`src/rtl/alu_share_arbiter.sv`:
```
// Round-robin sharer of one combinational ALU between two requesters.
// One operation in flight; result held until its owner accepts it.
module alu_share_arbiter #(
  parameter int DW = 32,
  parameter int CW = 16
) (
  input  logic          clock,
  input  logic          reset,
  input  logic          r0_valid,
  output logic          r0_ready,
  input  logic [3:0]    r0_aluc,
  input  logic [DW-1:0] r0_a,
  input  logic [DW-1:0] r0_b,
  input  logic          r1_valid,
  output logic          r1_ready,
  input  logic [3:0]    r1_aluc,
  input  logic [DW-1:0] r1_a,
  input  logic [DW-1:0] r1_b,
  output logic          rsp0_valid,
  output logic          rsp1_valid,
  input  logic          rsp_ready,
  output logic [DW-1:0] rsp_s,
  output logic          rsp_z,
  output logic [DW-1:0] alu_a,
  output logic [DW-1:0] alu_b,
  output logic [3:0]    alu_aluc,
  input  logic [DW-1:0] alu_s,
  input  logic          alu_z,
  output logic          busy,
  output logic          grant_id,
  output logic [CW-1:0] cnt0,
  output logic [CW-1:0] cnt1
);

  typedef enum logic [1:0] {
    IDLE = 2'd0,
    EXEC = 2'd1,
    RESP = 2'd2
  } state_t;

  state_t        state_q, state_d;
  logic          last_q, last_d;
  logic          gid_q, gid_d;
  logic [DW-1:0] alu_a_q, alu_a_d;
  logic [DW-1:0] alu_b_q, alu_b_d;
  logic [3:0]    aluc_q, aluc_d;
  logic [DW-1:0] rsp_s_q, rsp_s_d;
  logic          rsp_z_q, rsp_z_d;
  logic [CW-1:0] cnt0_q, cnt0_d;
  logic [CW-1:0] cnt1_q, cnt1_d;

  logic any_req;
  logic win;

  // Tie goes to the requester that was not served last.
  assign any_req = r0_valid | r1_valid;
  assign win     = (r0_valid & r1_valid) ? ~last_q : r1_valid;

  always_comb begin
    state_d  = state_q;
    last_d   = last_q;
    gid_d    = gid_q;
    alu_a_d  = alu_a_q;
    alu_b_d  = alu_b_q;
    aluc_d   = aluc_q;
    rsp_s_d  = rsp_s_q;
    rsp_z_d  = rsp_z_q;
    cnt0_d   = cnt0_q;
    cnt1_d   = cnt1_q;
    r0_ready = 1'b0;
    r1_ready = 1'b0;
    unique case (state_q)
      IDLE: begin
        if (any_req) begin
          r0_ready = ~win;
          r1_ready = win;
          alu_a_d  = win ? r1_a : r0_a;
          alu_b_d  = win ? r1_b : r0_b;
          aluc_d   = win ? r1_aluc : r0_aluc;
          gid_d    = win;
          state_d  = EXEC;
        end
      end
      EXEC: begin
        rsp_s_d = alu_s;
        rsp_z_d = alu_z;
        state_d = RESP;
      end
      RESP: begin
        if (rsp_ready) begin
          if (gid_q) begin
            if (cnt1_q != '1) cnt1_d = cnt1_q + CW'(1);
          end else begin
            if (cnt0_q != '1) cnt0_d = cnt0_q + CW'(1);
          end
          last_d  = gid_q;
          state_d = IDLE;
        end
      end
      default: state_d = IDLE;
    endcase
  end

  always_ff @(posedge clock) begin
    if (reset) begin
      state_q <= IDLE;
      last_q  <= 1'b1;
      gid_q   <= 1'b0;
      alu_a_q <= '0;
      alu_b_q <= '0;
      aluc_q  <= '0;
      rsp_s_q <= '0;
      rsp_z_q <= 1'b0;
      cnt0_q  <= '0;
      cnt1_q  <= '0;
    end else begin
      state_q <= state_d;
      last_q  <= last_d;
      gid_q   <= gid_d;
      alu_a_q <= alu_a_d;
      alu_b_q <= alu_b_d;
      aluc_q  <= aluc_d;
      rsp_s_q <= rsp_s_d;
      rsp_z_q <= rsp_z_d;
      cnt0_q  <= cnt0_d;
      cnt1_q  <= cnt1_d;
    end
  end

  assign rsp0_valid = (state_q == RESP) & ~gid_q;
  assign rsp1_valid = (state_q == RESP) & gid_q;
  assign rsp_s      = rsp_s_q;
  assign rsp_z      = rsp_z_q;
  assign alu_a      = alu_a_q;
  assign alu_b      = alu_b_q;
  assign alu_aluc   = aluc_q;
  assign busy       = (state_q != IDLE);
  assign grant_id   = gid_q;
  assign cnt0       = cnt0_q;
  assign cnt1       = cnt1_q;

endmodule

```
`config.mk`:
```
export PLATFORM = sky130hd
export DESIGN_NAME = alu_share_arbiter
export DESIGN_NICKNAME = d
export VERILOG_FILES = /design/src/rtl/alu_share_arbiter.sv
export SDC_FILE = /design/constraint.sdc
export NUM_CORES = 1
export LEC_CHECK = 0
export BUFFER_PORTS_ARGS = -buffer_cell sky130_fd_sc_hd__buf_2
export CAP_MARGIN = 20
export CORE_AREA = 2 2 121 123
export DETAILED_ROUTE_END_ITERATION = 12
export DIE_AREA = 0 0 123 125
export PLACE_DENSITY = 0.82
export SYNTH_ARGS = -nofsm -noshare
export SYNTH_HDL_FRONTEND = slang
export SYNTH_SLANG_ARGS = --single-unit
```
`constraint.sdc`:
```
create_clock -name clock -period 2.6 [get_ports clock]
set_input_delay 0.52 -clock clock [delete_from_list [all_inputs] [get_ports clock]]
set_output_delay 0.52 -clock clock [all_outputs]
set_load 0.02 [all_outputs]
```
==> results.json <==
{
  "status": "finished clean",
  "drv_cap": 0,
  "synth_top_family_by_area": "compound AO/OA/AOI/OAI gates",
  "reg2reg_depth": 5,
  "final_hold_viols": 0,
  "grt_max_degree": 81,
  "initialDrtViolationCount": 472,
  "min_to": "rsp_s[29]",
  "synthesis.instances": 624,
  "worstHoldPathType": "input port to flop",
  "synth_edf_count": 0,
  "syn-num-nets": 800,
  "power-per-cell-area_nw_per_um2": 689,
  "p_leak_uw": 0.00359,
  "placement_rows": 44,
  "vias": 6006,
  "postRouteAntennaNets": 0,
  "fin_hold_ws_ns": 0.347,
  "drive_above_1_share_pct": 39.3,
  "achievable-frequency_mhz": 448,
  "vdd_drop_max_uv": 474,
  "drt-total-wl_um": 18000,
  "timing.rr.end": "cnt0[11]",
  "syn_area_sq_um": 5590,
  "combPwrFrac_pct": 17.6,
  "area_of_the_die_sq_um": 15400,
  "final_weighted_congestion_in_routability_driven_placement": 0.852,
  "post_cts_resized": 0,
  "i_o_pin_count": 313,
  "pwr-share-seq_pct": 43.2,
  "drt_pre_antenna_iters": 5,
  "numClockSinks": 137,
  "worst-endpoint-arrival_ns": 1.71,
  "crit_path_start_kind": "flop",
  "fp.dieW_um": 123,
  "power.switching_fraction_pct": 28.1,
  "setup.worst_path.end_class": "output pin",
  "overflow": 0,
  "path_cells": "nor2_1 -> and3_2 -> buf_2",
  "postSynthAreaPerCell_sq_um": 8.95,
  "global_route.usage.total_pct": 22.7,
  "hold_path_startpoint": "alu_s[29]",
  "synthesized_area_fraction_occupied_by_ao_oa_aoi_and_oai_cells_pct": 21.4,
  "antenna_violations_before_repair": 5,
  "share_of_the_yosys_chip_area_belonging_to_registers_pct": 49.1,
  "synthSimpleGateAreaFrac_pct": 20.3,
  "ys_seq_elements": 137,
  "routed_wire_length_per_instance_um": 16.1,
  "synth-async-reset-ratio_pct": 0,
  "cellInternalPower_uw": 3880,
  "drt-vias-per-instance": 5.39,
  "fin_setup_tns_ns": 0,
  "crit_path_top_delay_cell": "dfxtp_1",
  "post_cts_hold_buffers": 0,
  "grt_setup_unrepaired": "no",
  "timing_worst_setup_path_type": "flop to output pin",
  "relSlewSlack_pct": 63.2,
  "yosysTopAreaCellShare_pct": 49.1,
  "hold-path-cell-count": 3,
  "fillCellCount": 1338,
  "min_period_ns": 2.23,
  "critical_path.max_stage_delay_ns": 0.42,
  "areaGrowthSynthToFinish_pct": 40.1,
  "first_pass_grt_wire_length_um": 27700,
  "synth_mux_area_share_pct": 4.35,
  "reg2reg_from": "cnt0[0]",
  "yosysUniqueCellTypes": 49,
  "worstPathRequired_ns": 2.08,
  "cts_tree": "done",
  "post_synthesis_share_of_cell_area_spent_on_xor_and_xnor_gates_pct": 0,
  "switching_power_uw": 1510,
  "clock-skew-final_ns": 0.0128,
  "dp_hpwl_um": 13000,
  "top_area_cells_in_the_synthesized_netlist": "dfxtp_1 (49%), a222oi_1 (8.4%), a21oi_1 (5.5%)",
  "worstMarginPinSlew_ns": 0.552,
  "initial_core_utilization_pct": 39.3,
  "die_h_um": 125,
  "synth_warnings": 0,
  "cts_inserted_buffers": 17,
  "finalSetupViolations": 0,
  "fin_crit_sh_pct": 85.9,
  "drv_slew": 0,
  "postCtsSetupBuffers": 0,
  "clkLatencyLatePin_ns": 0.41,
  "p_clk_share_pct": 39.2,
  "max_h_tree_level": 4,
  "first_global_vias": 5440,
  "timing.reg2reg.setup_slack_ns": 0.58,
  "drt_drc_violations_left": 0,
  "place.port_buffers": 312,
  "synth_top_area_cell": "dfxtp_1",
  "clkSlewWorstSetupHoldPaths_ns": 0.05,
  "nets": 1088,
  "post_synthesis_share_of_cell_area_spent_on_full_adders_half_adders_and_majority_gates_pct": 0.448,
  "cts.root.buffer_cell": "clkbuf_16",
  "floorplan.core_area_sq_um": 14200,
  "ys_dominant_reg_cell": "dfxtp_1",
  "timing.critical_path.fanout_max": 11,
  "clock_tree.buffer_depth": 2
}
-- metal layers --
metal	vias up	routed length [um]	global-route usage, %
met5	-	0	0
met4	0	427	8.82
met3	25	1430	7.53
met2	248	8640	36.3
met1	2805	7460	28.1
li1	2928	-	-
-- registers in the layout, indices dropped and copies added, names as in the netlist --
register / cells
state_q: 2
grant_id: 1
rsp_s: 32
cnt1: 16
alu_a: 32
last_q: 1
cnt0: 16
alu_aluc: 4
alu_b: 32
rsp_z: 1
-- cells in the mapped netlist, drive strengths merged (3+ instances only) --
master  number
buf         14
a21oi       61
nand3       14
or3          6
nand2       79
and4         4
nand4        8
and3         6
o21ai        9
a222oi      47
o41ai        3
clkbuf      41
nor4         3
inv          4
nor2        81
or4         15
dfxtp      137
o31ai       14
and2         5
a211oi      22
mux2i       22
-- area by class of cell --
class | instances | area [sq um] | area share (%)
Sequential cell | 137 | 2740 | 35.1
Clock inverter | 8 | 48.8 | 0.624
Inverter | 4 | 15.0 | 0.192
Clock buffer | 23 | 468 | 5.98
Antenna cell | 6 | 15.0 | 0.192
Multi-Input combinational cell | 428 | 2620 | 33.5
Tap cell | 184 | 230 | 2.94
Timing Repair Buffer | 324 | 1680 | 21.5
-- logic make-up after synthesis --
group	after synthesis
simple gates	236
compound gates	166
flops	137
buf+inv	59
mux	24
fa+ha+maj	2
-- stage by stage --
stage	total power [uW]	utilization, %	worst slack [ns]	instances	cell area, sq um
after global routing	5630	55.1	0.204	1113	7820
after floorplan	2930	-	0.647	624	5590
after detailed placement	3320	51.3	0.529	1077	7290
after global placement	3300	51.3	0.567	1077	7290
final	5390	55.1	0.366	1114	7820
after CTS	5440	55.0	0.320	1108	7810
-- power groups by stage --
stage / Combinational (uW) / Clock (uW) / Sequential (uW)
3_5_place_dp: 950 / 0 / 2370
3_3_place_gp: 936 / 0 / 2360
5_1_grt: 1030 / 2250 / 2350
6_report: 949 / 2110 / 2330
2_1_floorplan: 396 / 0 / 2540
4_1_cts: 951 / 2170 / 2330
-- placed cells by master (no fill, tap or decap), types with 2 or more instances in the layout --
master	n
buf_2	311
dfxtp_1	137
nor2_1	80
nand2_1	79
a21oi_1	61
a222oi_1	47
a211oi_1	22
mux2i_1	22
clkbuf_16	17
or4_1	15
nand3_1	14
o31ai_1	14
buf_4	11
o21ai_0	8
nand4_1	7
diode_2	6
and3_1	5
or3_1	5
clkinv_2	5
inv_1	4
and4_1	4
and2_1	4
clkbuf_1	4
o41ai_1	3
nand2b_1	2
nor2b_1	2
nor4_1	2
or2_1	2
nor3_1	2
a31oi_1	2
o21a_1	2
ha_1	2
clkbuf_8	2
clkinvlp_4	2
buf_12	2
-- worst max-delay path: cells and delay by family, from the launching register on --
family                 cells  cell delay (ns)
DFF                        1             0.42
buffers and inverters      1             0.18
and+or+nand+nor            2             0.71
-- worst max path at each step --
stage / end / from / depth (start not counted) / slack (ns)
2_1_floorplan: r1_ready / r1_valid / 4 / 0.65
3_3_place_gp: cnt1[11] / rsp_ready / 5 / 0.57
3_5_place_dp: cnt1[9] / rsp_ready / 5 / 0.53
4_1_cts: r0_ready / state_q[1] / 3 / 0.32
5_1_grt: r0_ready / state_q[1] / 3 / 0.20
6_report: r0_ready / state_q[1] / 3 / 0.37
No activity file was read; power rests on OpenSTA's default activity.
